--- config.mk ---
export PLATFORM = sky130hd
export DESIGN_NAME = reg_operand_fetch
export DESIGN_NICKNAME = d
export VERILOG_FILES = /design/src/rtl/reg_operand_fetch_pkg.sv /design/src/rtl/reg_operand_fetch_scoreboard.sv /design/src/rtl/reg_operand_fetch.sv
export SDC_FILE = /design/constraint.sdc
export NUM_CORES = 1
export LEC_CHECK = 0
export ABC_AREA = 1
export CAP_MARGIN = 25
export CORE_MARGIN = 2
export CORE_UTILIZATION = 43
export CTS_BUF_LIST = sky130_fd_sc_hd__clkbuf_16
export DETAILED_ROUTE_END_ITERATION = 6
export PLACE_DENSITY = 0.9
export SYNTH_ARGS = -nofsm -noshare
export SYNTH_HDL_FRONTEND = slang
export SYNTH_HIERARCHICAL = 1
export SYNTH_SLANG_ARGS = --single-unit
--- constraint.sdc ---
create_clock -name clk -period 4.4 [get_ports clk]
set_input_delay 0.66 -clock clk [delete_from_list [all_inputs] [get_ports clk]]
set_output_delay 0.66 -clock clk [all_outputs]
set_load 0.03 [all_outputs]
--- src/rtl/reg_operand_fetch_pkg.sv ---
// ---------------------------------------------------------------------------
// reg_operand_fetch_pkg
// Shared defines for the operand-fetch stage: default register address width,
// data width and register count, plus the fetch FSM state encoding.
// ---------------------------------------------------------------------------
package reg_operand_fetch_pkg;

  localparam int REG_ADDR_DEF   = 3;
  localparam int REG_SIZE_DEF   = 16;
  localparam int REG_AMOUNT_DEF = 8;

  // One request in flight: accept, read the file, capture data, present it.
  typedef enum logic [1:0] {
    IDLE  = 2'd0,
    READ  = 2'd1,
    LATCH = 2'd2,
    VALID = 2'd3
  } fetch_state_t;

endpackage

--- src/rtl/reg_operand_fetch_scoreboard.sv ---
// ---------------------------------------------------------------------------
// reg_scoreboard
// Pending-write scoreboard for the operand-fetch stage.
//   clk, rst          : clock, synchronous active-high reset (clears all bits)
//   set_en, set_addr  : mark set_addr as pending a write (accepted issue)
//   clr_en, clr_addr  : writeback retiring clr_addr
//   src1, src2, dest,
//   wr                : addresses of the request currently offered by decode
//   free              : request has no hazard against pending writes
//   busy              : bit n high = write to register n pending
// A register retiring this very cycle already counts as free for issue, and a
// set and clear of the same bit in one cycle leaves the bit set.
// ---------------------------------------------------------------------------
module reg_scoreboard #(
  parameter int REG_ADDR   = 3,
  parameter int REG_AMOUNT = 8
) (
  input  logic                  clk,
  input  logic                  rst,
  input  logic                  set_en,
  input  logic [REG_ADDR-1:0]   set_addr,
  input  logic                  clr_en,
  input  logic [REG_ADDR-1:0]   clr_addr,
  input  logic [REG_ADDR-1:0]   src1,
  input  logic [REG_ADDR-1:0]   src2,
  input  logic [REG_ADDR-1:0]   dest,
  input  logic                  wr,
  output logic                  free,
  output logic [REG_AMOUNT-1:0] busy
);

  logic [REG_AMOUNT-1:0] set_mask;
  logic [REG_AMOUNT-1:0] clr_mask;
  logic [REG_AMOUNT-1:0] busy_issue;

  // Decode by comparison rather than indexing so a REG_AMOUNT smaller than
  // 2**REG_ADDR never produces an out-of-range bit select.
  // NOTE: every always_comb output gets a default first; a path that skips an
  // assignment would otherwise infer a latch.
  always_comb begin
    set_mask = '0;
    clr_mask = '0;
    for (int n = 0; n < REG_AMOUNT; n++) begin
      set_mask[n] = set_en && (set_addr == REG_ADDR'(n));
      clr_mask[n] = clr_en && (clr_addr == REG_ADDR'(n));
    end
  end

  assign busy_issue = busy & ~clr_mask;

  always_comb begin
    free = 1'b1;
    for (int n = 0; n < REG_AMOUNT; n++) begin
      if (busy_issue[n] &&
          ((src1 == REG_ADDR'(n)) || (src2 == REG_ADDR'(n)) ||
           (wr && (dest == REG_ADDR'(n))))) begin
        free = 1'b0;
      end
    end
  end

  // Clear first, then OR in the set so a same-cycle set wins.
  // NOTE: sequential state uses non-blocking assignments so every flop samples
  // pre-edge values regardless of block evaluation order.
  always_ff @(posedge clk) begin
    if (rst) begin
      busy <= '0;
    end else begin
      busy <= (busy & ~clr_mask) | set_mask;
    end
  end

endmodule

--- src/rtl/reg_operand_fetch.sv ---
// ---------------------------------------------------------------------------
// reg_operand_fetch
// Operand-fetch stage between decode and execute. Accepts one request at a
// time, reads both sources from an external register file (one-cycle read
// latency), and holds the operands until the consumer takes them. Writebacks
// pass straight through to the file's write port and retire scoreboard bits.
//   clk, rst                        : clock, synchronous active-high reset
//   issue_valid/issue_ready         : request handshake from decode
//   issue_src1/src2/dest, issue_wr  : request addresses, write intent
//   op_valid/op_ready               : operand handshake to the consumer
//   op_a, op_b, op_dest             : fetched operands, latched destination
//   wb_valid, wb_dest, wb_val       : writeback request
//   rf_src1, rf_src2, rf_read_en    : register-file read port
//   rf_reg1, rf_reg2                : read data, valid the cycle after sampling
//   rf_dest, rf_write_val,
//   rf_write_en                     : register-file write port (negedge commit)
//   busy                            : pending-write scoreboard
// ---------------------------------------------------------------------------
module reg_operand_fetch
  import reg_operand_fetch_pkg::*;
#(
  parameter int REG_ADDR   = REG_ADDR_DEF,
  parameter int REG_SIZE   = REG_SIZE_DEF,
  parameter int REG_AMOUNT = REG_AMOUNT_DEF
) (
  input  logic                  clk,
  input  logic                  rst,
  input  logic                  issue_valid,
  output logic                  issue_ready,
  input  logic [REG_ADDR-1:0]   issue_src1,
  input  logic [REG_ADDR-1:0]   issue_src2,
  input  logic [REG_ADDR-1:0]   issue_dest,
  input  logic                  issue_wr,
  output logic                  op_valid,
  input  logic                  op_ready,
  output logic [REG_SIZE-1:0]   op_a,
  output logic [REG_SIZE-1:0]   op_b,
  output logic [REG_ADDR-1:0]   op_dest,
  input  logic                  wb_valid,
  input  logic [REG_ADDR-1:0]   wb_dest,
  input  logic [REG_SIZE-1:0]   wb_val,
  output logic [REG_ADDR-1:0]   rf_src1,
  output logic [REG_ADDR-1:0]   rf_src2,
  output logic                  rf_read_en,
  input  logic [REG_SIZE-1:0]   rf_reg1,
  input  logic [REG_SIZE-1:0]   rf_reg2,
  output logic [REG_ADDR-1:0]   rf_dest,
  output logic [REG_SIZE-1:0]   rf_write_val,
  output logic                  rf_write_en,
  output logic [REG_AMOUNT-1:0] busy
);

  fetch_state_t        state;
  logic [REG_ADDR-1:0] src1_q;
  logic [REG_ADDR-1:0] src2_q;
  logic [REG_ADDR-1:0] dest_q;
  logic                hazard_free;
  logic                handshake;

  // The write intent only matters to the scoreboard, which records it at the
  // handshake edge, so no copy of issue_wr is kept here.
  reg_scoreboard #(
    .REG_ADDR   (REG_ADDR),
    .REG_AMOUNT (REG_AMOUNT)
  ) u_scoreboard (
    .clk      (clk),
    .rst      (rst),
    .set_en   (handshake && issue_wr),
    .set_addr (issue_dest),
    .clr_en   (wb_valid),
    .clr_addr (wb_dest),
    .src1     (issue_src1),
    .src2     (issue_src2),
    .dest     (issue_dest),
    .wr       (issue_wr),
    .free     (hazard_free),
    .busy     (busy)
  );

  // Ready must see a same-cycle writeback, so it stays combinational.
  assign issue_ready = (state == IDLE) && !rst && hazard_free;
  assign handshake   = issue_valid && issue_ready;

  // Writeback pass-through; the file commits on negedge, so a writeback up to
  // and including the READ cycle lands before the read sample.
  assign rf_write_en  = wb_valid && !rst;
  assign rf_dest      = wb_dest;
  assign rf_write_val = wb_val;

  assign rf_src1 = src1_q;
  assign rf_src2 = src2_q;

  // Outputs are registered alongside the state so they change only on edges.
  always_ff @(posedge clk) begin
    if (rst) begin
      state      <= IDLE;
      src1_q     <= '0;
      src2_q     <= '0;
      dest_q     <= '0;
      rf_read_en <= 1'b0;
      op_valid   <= 1'b0;
      op_a       <= '0;
      op_b       <= '0;
      op_dest    <= '0;
    end else begin
      case (state)
        IDLE: begin
          if (handshake) begin
            src1_q     <= issue_src1;
            src2_q     <= issue_src2;
            dest_q     <= issue_dest;
            rf_read_en <= 1'b1;
            state      <= READ;
          end
        end
        READ: begin
          rf_read_en <= 1'b0;
          state      <= LATCH;
        end
        LATCH: begin
          op_a     <= rf_reg1;
          op_b     <= rf_reg2;
          op_dest  <= dest_q;
          op_valid <= 1'b1;
          state    <= VALID;
        end
        VALID: begin
          if (op_ready) begin
            op_valid <= 1'b0;
            state    <= IDLE;
          end
        end
        default: begin
          rf_read_en <= 1'b0;
          op_valid   <= 1'b0;
          state      <= IDLE;
        end
      endcase
    end
  end

endmodule

**Word level (Yosys, flattened, before mapping)**

Cells that the tools add are included.

- Flip-flop bits (word level): 56
- Input bits: 66

- Equal/unequal tests: 33
- Bitwise logic cells: 3
- Reduce and logical (&&, ||, !) cells: 65
- Multiplexer cells: 15

Operators by type and width:

| operator | number |
|---|---|
| $eq A3 B3 Y1 const B | 16 |
| $logic_and A1 B1 Y1 | 37 |
| $eq A3 B2 Y1 const B | 8 |
| $logic_or A1 B1 Y1 | 16 |
| $eq A3 B1 Y1 const B | 4 |
| $logic_not A3 Y1 | 4 |
| $mux W1 | 10 |
| $and A8 B8 Y8 | 1 |
| $not A8 Y8 | 1 |
| $or A8 B8 Y8 | 1 |
| $pmux W2 S4 | 1 |
| $reduce_and A2 Y1 | 4 |
| $eq A2 B2 Y1 const B | 2 |
| $mux W2 | 2 |
| $ne A2 B2 Y1 const B | 2 |
| $pmux W1 S2 | 2 |
| $reduce_bool A2 Y1 | 2 |
| $eq A2 B1 Y1 const B | 1 |
| $logic_not A2 Y1 | 1 |
| $logic_not A1 Y1 | 1 |

**Longest topological paths before layout**

- Depth after elaboration: 18
- Depth in mapped cells: 16
- Gate-level depth less buffers: 15

**Modules after synthesis**

The synthesis kept the hierarchy.

Modules (own cells, without submodules):

| module | cells an instance | seq. area each (sq um) | area each (sq um) | instances |
|---|---|---|---|---|
| reg_operand_fetch | 250 | 960.9 | 1974.4 | 1 |
| reg_scoreboard | 128 | 160.2 | 678.2 | 1 |

**Worst setup path after synthesis**

Ideal clock, no wire load.

- Kind: input port to output port
- From: input port wb_valid
- To: output port issue_ready
- Arrival time: 1587 ps
- Path buffers: 0
- Stages: 10
- Slack: 2153 ps
- Data required time: 3740 ps
- Cell sequence: inv_1 -> nor2_2 -> a21boi_1 -> nand2_1 -> nand2_1 -> inv_1 -> nand2_1 -> nor2_1 -> nand2_1 -> nor2_4

- Word-level cells in the longest chain between the ends: 13
- Elaborated cells on any way between the ends: 27
- Classes of those cells: 8 x mux; 2 x bitwise; 17 x reduce/logical

Ends and longest elaborated chain:

| item | RTL line | source |
|---|---|---|
| start: declaration | reg_operand_fetch.sv:39 | `input logic wb_valid,` |
| $logic_and A1 B1 Y1 | reg_operand_fetch_scoreboard.sv:45 | `clr_mask[n] = clr_en && (clr_addr == REG_ADDR'(n));` |
| $not A8 Y8 (*) | reg_operand_fetch_scoreboard.sv:49 | `assign busy_issue = busy & ~clr_mask;` |
| $and A8 B8 Y8 (*) | reg_operand_fetch_scoreboard.sv:49 |  |
| $logic_and A1 B1 Y1 | reg_operand_fetch_scoreboard.sv:54 | `if (busy_issue[n] &&` |
| $mux W1 (7 in series) | reg_operand_fetch_scoreboard.sv:54 |  |
| $mux W1 (*) | reg_operand_fetch_scoreboard.sv:54 |  |
| named net hazard_free | reg_operand_fetch.sv:57 | `logic hazard_free;` |
| $logic_and A1 B1 Y1 (*) | reg_operand_fetch.sv:81 | `assign issue_ready = (state == IDLE) && !rst && hazard_free;` |
| end: declaration | reg_operand_fetch.sv:29 | `output logic issue_ready,` |

The timed path passes the listed nets; every way through them passes the cells marked *.

**Worst setup path after layout**

- From: input port issue_dest[0]
- To: output port issue_ready

- Word-level cells in the longest chain between the ends: 13
- Elaborated cells on any way between the ends: 41
- Classes of those cells: 7 x eq/ne; 8 x mux; 26 x reduce/logical

Ends and longest elaborated chain:

| item | RTL line | source |
|---|---|---|
| start: declaration | reg_operand_fetch.sv:32 | `input logic [REG_ADDR-1:0] issue_dest,` |
| $logic_not A3 Y1 | reg_operand_fetch_scoreboard.sv:56 | `(wr && (dest == REG_ADDR'(n))))) begin` |
| $logic_and A1 B1 Y1 | reg_operand_fetch_scoreboard.sv:56 |  |
| $logic_or A1 B1 Y1 | reg_operand_fetch_scoreboard.sv:55 | `((src1 == REG_ADDR'(n)) \|\| (src2 == REG_ADDR'(n)) \|\|` |
| $logic_and A1 B1 Y1 | reg_operand_fetch_scoreboard.sv:54 |  |
| $mux W1 (7 in series) | reg_operand_fetch_scoreboard.sv:54 |  |
| $mux W1 (*) | reg_operand_fetch_scoreboard.sv:54 |  |
| named net hazard_free | reg_operand_fetch.sv:57 |  |
| $logic_and A1 B1 Y1 (*) | reg_operand_fetch.sv:81 |  |

Marks and branches as above.

==> impl_metrics.ini <==
[clocking]
cts_root_buf = clkbuf_16
cts_tree = built
cts.clk_slew.worst_paths_ns = 0.07
clock_sinks = 56
cts_resized = 0
post_cts_buffers = 0
cts_htree_levels = 2
cts_buffers = 5
insertion_delay_ns = 0.29
holdBufCountCts = 0
clock_path_buffers = 2

[final_layout]
nets = 529
multi_input_area_sq_um = 1150
drive_above_1_share_pct = 3.92
seqCellArea_sq_um = 1120
syn2layout_area_growth_pct = 40.1
diodes = 0
fill_cells = 537

[floorplanning]
fp.dieW_um = 82.5
fp.dieH_um = 82.5
core_area_sq_um = 5960
rows = 28
start_util_pct = 44.5
die-area_sq_um = 6810
num_io_pins = 138

[timing]
hold_ws_ns = 0.467
timing.final.crit_share_pct = 83.8
tightestPinTransition_ns = 0.583
setup_viol = 0
finalClockSkew_ns = 0.00438
fin_setup_tns_ns = 0
grt_setup_unrepaired = false
slew_viol_final = 0
max_slew_margin_pct = 61.0
min_period_ns = 3.69
fmax_ghz = 0.271
finalHoldViolCount = 0

[yosys]
synth_enable_flop_cells = 0
syn_area_sq_um = 2650
synthDistinctLibCells = 22
yosysTopAreaCell = dfxtp_1
synth-main-ff-cell = dfxtp_1
synth.top_cell.area_share_pct = 42.3
ys_seq_area_share_pct = 42.3
syn_area_per_cell_sq_um = 7.02
yosysWarningCount = 6
synthArstFlopShare_pct = 0
syn_inst = 378
synth_commonest_cells = 99 x nor2_1, 56 x dfxtp_1, 49 x nand2_1
yosysMostFrequentCell = nor2_1
synth_area_leaders = dfxtp_1 42%, nor2_1 14%, nand3_1 7.4%, nand2_1 6.9%, buf_4 6.8%
syn_nets = 449
ys_seq_elements = 56

[grt]
grt_pass1_wl_um = 10600
grt_pass1_vias = 2382
grt_max_degree = 49
track_usage_pct = 20.0
antenna_found_initial = 0
grt_overflow_total = 0

[route]
drc = 0
routed_wl_um = 6790
vias_per_cell = 4.96
ant_nets = 0
first_iter_violations = 139
vias = 2649
wl_per_cell_um = 12.7
first_pass_iters = 4

[place]
io_buffers = 105
gp_congestion = 0.869
place.detailed.hpwl_um = 5110

[hold_path]
hold_depth = 2
hold_end = rf_src2[0]
hold_path.class = register to register
min_from = rf_src2[0]

[worst_setup_path]
crit_type = primary input to output port
crit_fanout = 10
required_ns = 3.74
cp.arrival_ns = 3.03
reg2reg_depth = 12
r2r_start = u_scoreboard/busy[0]
startpoint_type = primary input
r2r_setup_slack_ns = 2.40
worstReg2RegEnd = u_scoreboard/busy[3]
critPathCaptureType = output port

[flow_run]
cap_viol_max_count = 0

[power]
p_leak_nw = 1.69
powerDensity_nw_per_um2 = 544
peakVddDrop_mv = 0.343

[outcome]
status = complete, no violations
[registers in the layout, summed over array words and instances (netlist names)]
register	count
op_a	16
op_b	16
dest_q	3
rf_src2	3
state	2
op_valid	1
rf_read_en	1
u_scoreboard/busy	8
rf_src1	3
op_dest	3
[worst max-delay path by stage]
stage	startpoint	end	slack, ns	depth (start not counted)
floorplan	wb_valid	issue_ready	2.15	10
CTS	issue_dest[0]	issue_ready	0.74	12
global route	issue_dest[0]	issue_ready	0.52	12
global placement	issue_dest[0]	issue_ready	0.78	12
finish	issue_dest[0]	issue_ready	0.71	12
detailed placement	issue_dest[0]	issue_ready	0.75	12
[power by group]
part / internal, W / leakage (nW) / switching, W
sequential: 0.000652 / 0.459 / 0.0000729
combinational: 0.000363 / 1.16 / 0.000555
clock: 0.000210 / 0.0716 / 0.000170
[stage by stage]
stage	cell area (sq um)	worst slack [ns]	cells	power (W)	utilization, %
2_1_floorplan	2650	2.15	378	0.00130	-
3_3_place_gp	3560	0.782	525	0.00162	59.7
3_5_place_dp	3570	0.749	526	0.00166	60.0
4_1_cts	3720	0.740	534	0.00204	62.4
5_1_grt	3720	0.521	534	0.00215	62.4
6_report	3720	0.714	534	0.00202	62.4
[cell type report]
type	instances	share of cell area (%)
clock buffers	5	3.37
clock inverters	3	0.471
inverters	36	3.64
multi-input cells	252	30.9
flip-flops and latches	56	30.2
well taps	75	2.53
repair buffers	107	28.9
[logic make-up (layout without fill, tap and decap cells)]
logic type               Yosys count  count (layout)  synth area share, %
AO/OA/AOI/OAI                     55              55                 11.1
adder cells (fa/ha/maj)            5               5                 2.36
buffers and inverters             70             151                 14.4
flip-flops                        56              56                 42.3
AND/OR/NAND/NOR                  192             192                 29.9
[cell usage in the layout, fill, tap and decap left out, drive strengths merged, types with 5 or more instances in the layout]
cell           count
clkbuf             5
nand2             50
ha                 5
nand3             39
inv               37
a21oi             12
o21ai             37
dfxtp             56
nor2             102
a21boi             6
clkdlybuf4s50    105
[critical path, cell delays in order]
cell             delay [ns]
clkdlybuf4s50_1        0.63
nor2_1                 0.12
nand2_1                0.09
nand3_1                0.10
nand2_1                0.07
nand2_1                0.06
inv_2                  0.04
nand2_1                0.04
nor2_1                 0.16
nand2_1                0.12
nor2_4                 0.21
clkdlybuf4s50_1        0.72
[metal layers]
metal  global-route usage, %  up-vias  wire, um
met5                       0        -         0
met4                    6.72        0       139
met3                    5.54       19       615
met2                    34.8      124      3180
met1                    23.6     1177      2860
li1                        -     1329         -
(Power assumes the default switching activity.)
